`config.mk`:
```
export PLATFORM = sky130hd
export DESIGN_NAME = alu_share_arbiter
export DESIGN_NICKNAME = d
export VERILOG_FILES = /design/src/rtl/alu_share_arbiter.sv
export SDC_FILE = /design/constraint.sdc
export NUM_CORES = 1
export LEC_CHECK = 0
export CAP_MARGIN = 30
export CORE_ASPECT_RATIO = 0.5
export CORE_MARGIN = 3
export CORE_UTILIZATION = 33
export DETAILED_ROUTE_END_ITERATION = 10
export PLACE_DENSITY = 0.77
export RECOVER_POWER = 25
export SLEW_MARGIN = 20
export SYNTH_ARGS = -nofsm -noshare
export SYNTH_HDL_FRONTEND = slang
export SYNTH_SLANG_ARGS = --single-unit
```
`constraint.sdc`:
```
create_clock -name clk -period 1.35 [get_ports clk]
set_input_delay 0.27 -clock clk [delete_from_list [all_inputs] [get_ports clk]]
set_output_delay 0.27 -clock clk [all_outputs]
set_load 0.1 [all_outputs]
```
`src/rtl/alu_share_arbiter.sv`:
```
// Round-robin arbiter sharing one external combinational ALU between two valid/ready requesters.
// Optional illegal-opcode trapping is enabled by defining ALU_ARB_OPCHECK_EN.
module alu_share_arbiter #(
  parameter int DATA_W = 32,
  parameter int OP_W   = 4
) (
  input  logic              clk,
  input  logic              rst,
  input  logic              req0_valid,
  output logic              req0_ready,
  input  logic [OP_W-1:0]   req0_op,
  input  logic [DATA_W-1:0] req0_a,
  input  logic [DATA_W-1:0] req0_b,
  input  logic              req1_valid,
  output logic              req1_ready,
  input  logic [OP_W-1:0]   req1_op,
  input  logic [DATA_W-1:0] req1_a,
  input  logic [DATA_W-1:0] req1_b,
  output logic              rsp0_valid,
  input  logic              rsp0_ready,
  output logic [DATA_W-1:0] rsp0_result,
  output logic              rsp0_zero,
  output logic              rsp0_err,
  output logic              rsp1_valid,
  input  logic              rsp1_ready,
  output logic [DATA_W-1:0] rsp1_result,
  output logic              rsp1_zero,
  output logic              rsp1_err,
  output logic [OP_W-1:0]   alu_op,
  output logic [DATA_W-1:0] alu_a,
  output logic [DATA_W-1:0] alu_b,
  input  logic [DATA_W-1:0] alu_result,
  input  logic              alu_zero
);

  typedef enum logic [1:0] {IDLE, EXEC, RESP} state_t;

  state_t              state_q, state_d;
  logic [OP_W-1:0]     op_q, op_d;
  logic [DATA_W-1:0]   a_q, a_d, b_q, b_d, res_q, res_d;
  logic                zero_q, zero_d, err_q, err_d;
  logic                owner_q, owner_d;
  logic                rr_q, rr_d;
  logic                grant0, grant1;
  logic [OP_W-1:0]     sel_op;
  logic [DATA_W-1:0]   sel_a, sel_b;

`ifdef ALU_ARB_OPCHECK_EN
  function automatic logic op_legal(input logic [OP_W-1:0] op);
    return (op == OP_W'(4'b0010)) || (op == OP_W'(4'b0110)) ||
           (op == OP_W'(4'b0000)) || (op == OP_W'(4'b0001)) ||
           (op == OP_W'(4'b1100)) || (op == OP_W'(4'b1000)) ||
           (op == OP_W'(4'b0111));
  endfunction
`endif

  assign sel_op = grant1 ? req1_op : req0_op;
  assign sel_a  = grant1 ? req1_a  : req0_a;
  assign sel_b  = grant1 ? req1_b  : req0_b;

  always_comb begin
    state_d    = state_q;
    op_d       = op_q;
    a_d        = a_q;
    b_d        = b_q;
    res_d      = res_q;
    zero_d     = zero_q;
    err_d      = err_q;
    owner_d    = owner_q;
    rr_d       = rr_q;
    grant0     = 1'b0;
    grant1     = 1'b0;
    rsp0_valid = 1'b0;
    rsp1_valid = 1'b0;
    case (state_q)
      IDLE: begin
        // rr_q holds the last granted port; contention goes to the other one
        grant0 = req0_valid & (~req1_valid | rr_q);
        grant1 = req1_valid & (~req0_valid | ~rr_q);
        if (grant0 | grant1) begin
          owner_d = grant1;
          rr_d    = grant1;
          op_d    = sel_op;
          a_d     = sel_a;
          b_d     = sel_b;
          err_d   = 1'b0;
`ifdef ALU_ARB_OPCHECK_EN
          if (!op_legal(sel_op)) begin
            op_d  = '0;
            a_d   = '0;
            b_d   = '0;
            err_d = 1'b1;
          end
`endif
          state_d = EXEC;
        end
      end
      EXEC: begin
        res_d  = alu_result;
        zero_d = alu_zero;
`ifdef ALU_ARB_OPCHECK_EN
        if (err_q) begin
          res_d  = '0;
          zero_d = 1'b1;
        end
`endif
        state_d = RESP;
      end
      RESP: begin
        rsp0_valid = ~owner_q;
        rsp1_valid = owner_q;
        if (owner_q ? rsp1_ready : rsp0_ready) state_d = IDLE;
      end
      default: state_d = IDLE;
    endcase
  end

  always_ff @(posedge clk) begin
    if (rst) begin
      state_q <= IDLE;
      op_q    <= '0;
      a_q     <= '0;
      b_q     <= '0;
      res_q   <= '0;
      zero_q  <= 1'b0;
      err_q   <= 1'b0;
      owner_q <= 1'b0;
      rr_q    <= 1'b1;
    end else begin
      state_q <= state_d;
      op_q    <= op_d;
      a_q     <= a_d;
      b_q     <= b_d;
      res_q   <= res_d;
      zero_q  <= zero_d;
      err_q   <= err_d;
      owner_q <= owner_d;
      rr_q    <= rr_d;
    end
  end

  assign req0_ready  = grant0;
  assign req1_ready  = grant1;
  assign alu_op      = op_q;
  assign alu_a       = a_q;
  assign alu_b       = b_q;
  assign rsp0_result = res_q;
  assign rsp1_result = res_q;
  assign rsp0_zero   = zero_q;
  assign rsp1_zero   = zero_q;
  assign rsp0_err    = err_q;
  assign rsp1_err    = err_q;

endmodule

```
==> impl_metrics.json, run 1 <==
{
  "status": "finished, violations left",
  "violations": "negative setup slack",
  "multi_input_area_mm2": 0.00366,
  "finalMaxSlewViolations": 0,
  "final_util_pct": 88.7,
  "globalRouteMet2Util_pct": 59.6,
  "worstSkewPairLatency_ps": 360,
  "hold_class": "input pin to register",
  "grtUsageTotal_pct": 36.8,
  "synthCells": 609,
  "initial_utilization_pct": 34.9,
  "seqCellArea_mm2": 0.00214,
  "core_area_mm2": 0.0140,
  "place.gp.congestion": 0.822,
  "ir_drop_v": 0.000829,
  "final_nets": 1103,
  "via_count": 7464,
  "grt_antenna_before_repair": 0,
  "tns_ps": -35590,
  "remaining_drc_errors": 0,
  "cts_made_buffers": 9,
  "syn_area_mm2": 0.00488,
  "crit_type": "register to register",
  "synth_seq_cells": 105,
  "syn_avg_cell_area_um2": 8.01,
  "hpwlAfterDp_um": 15800,
  "clockRootBuffer": "clkbuf_16",
  "yosysWarnings": 0,
  "critPathMaxFanout": 8,
  "setup_violations": 109,
  "vias_per_cell": 6.63,
  "pin_count": 315,
  "skew_ps": 12.7,
  "fin_crit_sh_pct": 151,
  "overflow": 0,
  "cts_tree": "done",
  "grt_pass1_wl_um": 45900,
  "cts_max_path_buffers": 2,
  "cp_data_arrival_time_ps": 2240,
  "grtUsageMet3_pct": 11.0,
  "hold_viol": 0,
  "rows": 30,
  "drtIter0Drc": 1046,
  "cts.clk_slew.worst_paths_ps": 80,
  "top_usage_layer": "met2",
  "drtAntennaViolNets": 0,
  "drive_gt1_share_pct": 57.4,
  "grt_pass1_vias": 7278,
  "first_pass_iters": 6,
  "clock_sinks": 105,
  "maxCapViolCount": 0,
  "ys_seq_area_share_pct": 43.1,
  "use_met1_pct": 42.3,
  "crit_required_ps": 1550,
  "dieArea_mm2": 0.0164,
  "total_power_mw": 16.0,
  "critPathLaunchType": "register",
  "grt_max_degree": 44,
  "nFillCells": 486,
  "die_x_um": 178,
  "wl_per_cell_um": 32.8,
  "fmax_ghz": 0.490,
  "syn_to_final_growth_pct": 154,
  "fp.dieH_um": 92.0,
  "cp-end-kind": "register",
  "yosys.cell_types.count": 29,
  "p_leak_nw": 4.44,
  "slew_headroom_pct": 66.2,
  "setup_ws_ps": -691,
  "powerDensity_mw_per_mm2": 1290,
  "hold_buffers": 0,
  "antenna_cells": 0,
  "period_minus_slack_ps": 2040,
  "wl_um": 36900,
  "max_slew.worst_pin.slew_ps": 501,
  "io_buffers": 312,
  "h-tree-depth": 3,
  "rsz0062_at_grt": "true"
}
[report_power, final]
| group | switching, mW | internal [mW] | total, mW |
|---|---|---|---|
| Sequential | 0.506 | 3.45 | 3.96 |
| Clock | 1.35 | 1.70 | 3.05 |
| Combinational | 5.46 | 3.51 | 8.97 |
[metal layers]
layer / up-vias / part of all wire, %
met1: 3555 / 35
met2: 758 / 45
met5: - / 0
met3: 300 / 11
met4: 0 / 9.2
li1: 2851 / -
[final timing paths]
path | start | end | depth (start not counted) | slack [ps]
min | rst | rsp0_result[7] | 3 | 440
max reg2reg | state_q[1] | alu_a[9] | 6 | -690
max | state_q[1] | alu_a[9] | 6 | -690
min reg2reg | rsp0_result[18] | rsp0_result[18] | 2 | 500
[worst max-delay path, cell delays in order, from the launching register on]
cell,delay [ps]
dfxtp_4,380
buf_6,120
or3b_4,410
buf_8,180
buf_12,150
o21ai_0,420
a311oi_2,220
[placed cells by master, fill, tap and decap left out, drive strengths merged, types with 2 or more instances in the layout]
master,count
or3b,2
bufinv,2
nor2b,2
nor2,4
nor3b,2
nand3,68
and2,2
inv,3
clkdlybuf4s50,172
o21ai,68
a311oi,68
dfxtp,105
clkbuf,17
nand2,67
conb,2
buf,237
a21oi,103
[per-stage QoR]
step,hold WS (ps),setup WS (ps),cell area [um^2],instances
global placement,488,-683,9700,1052
global route,424,-626,12400,1125
CTS,358,-479,11900,1124
finish,436,-691,12400,1125
detailed placement,495,-783,9700,1052
floorplan,399,-456,5010,610
[state kept, by name, summed over array words and instances, names as in the netlist]
signal,cells
alu_a,32
alu_b,32
rsp0_result,32
alu_op,4
state_q,2
owner_q,1
rr_q,1
rsp0_zero,1
[Yosys cell counts, drive strengths merged]
cell type / number / area share [%]
a22oi: 1 / 0.15
a211o: 1 / 0.18
a311oi: 68 / 12
nor2b: 2 / 0.26
o21ai: 68 / 7.0
and2: 2 / 0.26
nor2: 4 / 0.36
dfxtp: 105 / 43
inv: 1 / 0.077
a21oi: 103 / 11
or3b: 2 / 0.36
and3b: 1 / 0.18
nand3: 68 / 7.0
or2: 1 / 0.13
nand2b: 1 / 0.13
nand3b: 1 / 0.15
clkbuf: 59 / 4.7
buf: 50 / 7.3
nor3b: 2 / 0.54
nand2: 67 / 5.2
mux2i: 1 / 0.21
conb: 1 / 0.077
[cells by family (layout without fill, tap and decap cells)]
group	after synthesis	after routing	synth area share, %
buf+inv	110	433	12.1
mux	1	1	0.205
simple gates	151	151	14.5
flops	105	105	43.1
compound gates	241	241	30.1
other cells	1	2	0.0768
[cell type report]
type	instances	share of cell area, %
inverter	1	0.0302
clock buffer	11	1.96
multi-input combinational	395	29.5
clock inverter	5	0.685
tap	192	1.94
sequential	105	17.2
timing repair buffer	416	48.6
[timing repair]
item / 4_1_cts / 5_1_grt
gates cloned: 25 / 6
buffers inserted: 32 / 11
pin swaps: 112 / 95
setup endpoints to repair: 77 / 105
resized for setup: 193 / 185
No activity file was read; power rests on OpenSTA's default activity.
==> inputs of run 2 (changes only) <==
Settings changed: TNS_END_PERCENT set to 5.
Clock period 1.35 ns to 1.8 ns, I/O delays scaled along.
==> run 2 against run 1 <==
  * The flow still finishes with violations (negative setup slack)
  * Combinational power down 51%
  * Count of clock-buffer cells in the layout unchanged
  * Clock power down 40%
  * First-iteration DRC count down 53%
  * Non-clock buffer count down 67
  * Critical endpoint is now req0_ready
  * Largest cell class unchanged
  * Largest power group unchanged
==> impl_metrics.json, run 2 (synthesis results as in run 1) <==
{
  "mostFrequentLayoutCell": "clkdlybuf4s50_1",
  "fin_crit_sh_pct": 100,
  "finalMaxSlewViolations": 0,
  "place.gp.congestion": 0.860,
  "initial_utilization_pct": 34.9,
  "total_power_mw": 9.09,
  "hpwlAfterDp_um": 15100,
  "io_buffers": 312,
  "powerDensity_mw_per_mm2": 1030,
  "worstRegToRegCells": 5,
  "drtAntennaViolNets": 0,
  "skew_ps": 8.97,
  "crit_type": "register to output pin",
  "period_minus_slack_ps": 1800,
  "hold_class": "register to register",
  "reg2reg_slack_ps": 140,
  "clockRootBuffer": "clkbuf_16",
  "worstSkewPairLatency_ps": 340,
  "fmax_ghz": 0.555,
  "antenna_cells": 0,
  "slew_headroom_pct": 60.3,
  "hold_depth": 2,
  "grt_pass1_vias": 5771,
  "critPathLaunchType": "register",
  "grt_max_degree": 57,
  "grt_pass1_wl_um": 31400,
  "wl_per_cell_um": 19.2,
  "pin_count": 315,
  "grt_antenna_before_repair": 0,
  "dieArea_mm2": 0.0164,
  "cts.clk_slew.worst_paths_ps": 70,
  "wl_um": 20300,
  "path_cells": "or3b_4 > a21oi_4 > buf_12",
  "p_leak_nw": 3.33,
  "grtUsageTotal_pct": 23.7,
  "cp-end-kind": "output pin",
  "clock_sinks": 105,
  "mostFrequentLayoutCells": "clkdlybuf4s50_1, dfxtp_1, a21oi_1",
  "setup_violations": 1,
  "rows": 30,
  "die_x_um": 178,
  "setup_ws_ps": -2.10,
  "hold_viol": 0,
  "drive_gt1_share_pct": 23.3,
  "vias_per_cell": 5.49,
  "tns_ps": -2.10,
  "cp_data_arrival_time_ps": 1440,
  "finalInstanceArea_mm2": 0.00886,
  "fp.dieH_um": 92.0,
  "ir_drop_v": 0.000537,
  "final_nets": 1036,
  "remaining_drc_errors": 0,
  "cts_tree": "done",
  "syn_to_final_growth_pct": 81.6,
  "max_stage_delay_ps": 390,
  "cts_max_path_buffers": 2,
  "critPathMaxFanout": 4,
  "drtIter0Drc": 495,
  "dpl_cell_area_mm2": 0.00947,
  "status": "finished, violations left",
  "first_pass_iters": 5,
  "h-tree-depth": 3,
  "rsz0062_at_grt": "true",
  "max_slew.worst_pin.slew_ps": 598,
  "crit_required_ps": 1440,
  "slowest_stage": "or3b_4",
  "violations": "negative setup slack",
  "via_count": 5804,
  "core_area_mm2": 0.0140,
  "maxCapViolCount": 0,
  "cts_made_buffers": 9,
  "overflow": 0,
  "holdWs_ps": 517
}
==> run 2: cell types whose count changed in the layout (fill, tap and decap cells not counted), moves of 57 or more <==
cell	before	now
o21ai_0	4	65
a21oi_1	40	102
a21oi_2	57	0
buf_12	147	88
clkbuf_2	0	59
nand3_1	4	68
==> run 2: power breakdown <==
part	total [mW]	leakage [nW]	switching (mW)	internal (mW)
sequential	2.81	0.869	0.227	2.58
clock	1.84	0.122	0.893	0.949
combinational	4.44	2.33	3.12	1.32
==> run 2: final cells by class <==
cell class	count	area (um^2)
repair buffers	349	4000
clock inverters	5	40.0
well taps	192	240
fillers	1097	5140
clock buffers	11	233
inverters	1	3.75
flip-flops and latches	105	2110
multi-input cells	395	2240
==> run 2: per-stage QoR <==
step	std cells	worst slack, ps	util [%]
floorplan	610	-180	-
global placement	1041	-395	67.6
detailed placement	1041	-482	67.6
CTS	1058	-13.1	69.7
global route	1058	-50.6	63.3
finish	1058	-2.10	63.3
==> run 2: what timing repair did <==
action / CTS / global route
setup buffers: 1 / 0
endpoints found under the setup margin: 42 / 2
pin swaps: 3 / 0
hold buffers: 0 / 0
resized for setup: 6 / 0
==> run 2: path summary, 6_finish.rpt <==
check | end | start
worst max-delay path | req0_ready | state_q[1]
worst min-delay path | alu_b[5] | alu_b[5]
worst max register to register | alu_b[17] | state_q[1]
worst min register to register | alu_b[5] | alu_b[5]
==> run 2: layer usage <==
| metal | track usage, % | vias to the layer above | wire length, um |
|---|---|---|---|
| li1 | - | 2692 | - |
| met1 | 28.6 | 2768 | 7690 |
| met2 | 42.0 | 289 | 10500 |
| met3 | 4.67 | 55 | 1470 |
| met4 | 8.36 | 0 | 727 |
| met5 | 0 | - | 0 |
==> run 2: critical path, delay by kind of cell, from the launching register on <==
| family | cells | cell delay [ps] |
|---|---|---|
| AOI/OAI and AO/OA | 1 | 150 |
| buffers and inverters | 1 | 190 |
| DFF | 1 | 360 |
| and+or+nand+nor | 1 | 390 |
==> inputs of run 3 (changes only) <==
Settings changed: PLACE_DENSITY 0.77 to 0.74.
==> run 3 against run 2 <==
  * The run now ends clean
  * First-iteration DRC count shrank 5.3%
  * Die area is the same
  * Power grew 1.9%
  * Worst setup slack gained 8.0 ps
  * Largest power group unchanged
==> impl_metrics.json, run 3 (synthesis results as in run 1) <==
{
  "pin_count": 315,
  "tns_ps": 0,
  "dp_cells": 1042,
  "p_leak_nw": 3.39,
  "finalNonFillerCells": 1059,
  "syn_to_final_growth_pct": 85.0,
  "rows": 30,
  "final_util_pct": 64.5,
  "crit_required_ps": 1440,
  "hpwlAfterDp_um": 15500,
  "top_usage_layer": "met2",
  "h-tree-depth": 3,
  "finalMaxSlewViolations": 0,
  "grtUsageTotal_pct": 23.9,
  "via_count": 5846,
  "cts_made_buffers": 9,
  "io_buffers": 312,
  "fmax_ghz": 0.557,
  "mostFrequentLayoutCells": "clkdlybuf4s50_1, dfxtp_1, a21oi_1",
  "grtUsageMet3_pct": 5.42,
  "globalRouteMet2Util_pct": 43.0,
  "die_x_um": 178,
  "remaining_drc_errors": 0,
  "cts_max_path_buffers": 2,
  "max_slew.worst_pin.slew_ps": 584,
  "slew_headroom_pct": 61.2,
  "drtIter0Drc": 469,
  "holdWs_ps": 436,
  "mostFrequentLayoutCell": "clkdlybuf4s50_1",
  "ir_drop_v": 0.000604,
  "total_power_mw": 9.27,
  "setup_violations": 0,
  "rsz0062_at_grt": "true",
  "fp.dieH_um": 92.0,
  "first_pass_iters": 5,
  "slowest_stage": "or3b_4",
  "drive_gt1_share_pct": 23.9,
  "worstSkewPairLatency_ps": 350,
  "dieArea_mm2": 0.0164,
  "grt_pass1_wl_um": 31300,
  "initial_utilization_pct": 34.9,
  "core_area_mm2": 0.0140,
  "path_cells": "or3b_4 > a21oi_4 > buf_12",
  "clockRootBuffer": "clkbuf_16",
  "setup_ws_ps": 5.91,
  "hold_viol": 0,
  "fin_crit_sh_pct": 99.7,
  "wl_um": 20600,
  "cp-end-kind": "output pin",
  "vias_per_cell": 5.52,
  "critPathMaxFanout": 3,
  "finalInstanceArea_mm2": 0.00903,
  "skew_ps": 10.9,
  "cts.clk_slew.worst_paths_ps": 80,
  "cts_tree": "done",
  "status": "finished, final reports clean",
  "dpl_cell_area_mm2": 0.00952,
  "pre_cts_ws_ps": -346,
  "grt_max_degree": 38,
  "nFillCells": 1106,
  "grt_pass1_vias": 5676,
  "critPathLaunchType": "register",
  "maxCapViolCount": 0,
  "crit_type": "register to output pin",
  "grt_antenna_before_repair": 0,
  "period_minus_slack_ps": 1790,
  "seqCellArea_mm2": 0.00211,
  "place.gp.congestion": 0.847,
  "max_stage_delay_ps": 390,
  "overflow": 0,
  "powerDensity_mw_per_mm2": 1030,
  "clock_sinks": 105,
  "drtAntennaViolNets": 0,
  "cp_data_arrival_time_ps": 1430,
  "final_nets": 1037,
  "hold_class": "input pin to register",
  "use_met1_pct": 27.5,
  "multi_input_area_mm2": 0.00224,
  "antenna_cells": 0,
  "wl_per_cell_um": 19.4
}
-- run 3: changes by cell type in the layout (fill, tap and decap cells not counted), sizes merged --
cell / delta
clkinv: +2
inv: +2
buf: +7
clkbuf: -8
clkinvlp: -2
-- run 3: power by group --
group / total (mW) / internal [mW] / switching, mW / leakage (nW)
clock network: 1.93 / 0.968 / 0.964 / 0.140
registers: 2.81 / 2.58 / 0.232 / 0.869
logic: 4.52 / 1.40 / 3.12 / 2.38
-- run 3: what timing repair did --
action / in CTS / in global routing
pin swaps: 1 / 1
gates resized for setup: 5 / 2
setup endpoints to repair: 2 / 3
hold buffers: 0 / 0
cloned: 0 / 0
setup buffers: 1 / 0
-- run 3: final timing paths --
path / from / endpoint / slack (ps) / depth (start not counted)
worst min register to register: alu_b[20] / alu_b[20] / 520 / 2
worst max-delay path: state_q[1] / req0_ready / 6 / 3
worst min-delay path: rst / rsp0_result[26] / 440 / 2
worst max register to register: state_q[1] / alu_op[2] / 100 / 5
-- run 3: worst max-delay path, delay by kind of cell (launching register included) --
family                 cells  cell delay [ps]
AOI/OAI and AO/OA          1              140
buffers and inverters      1              190
and+or+nand+nor            1              390
DFF                        1              370
-- run 3: layout make-up --
type	instances	share of cell area, %
Clock inverter	7	0.679
Timing Repair Buffer	350	46.0
Inverter	1	0.0416
Tap cell	192	2.66
Clock buffer	9	2.50
Sequential cell	105	23.3
Multi-Input combinational cell	395	24.8
-- run 3: per-layer routing --
metal	share of wire [%]	wire, um
met3	6.5	1330
met2	52	10700
met4	3.7	755
met5	0	0
met1	38	7840
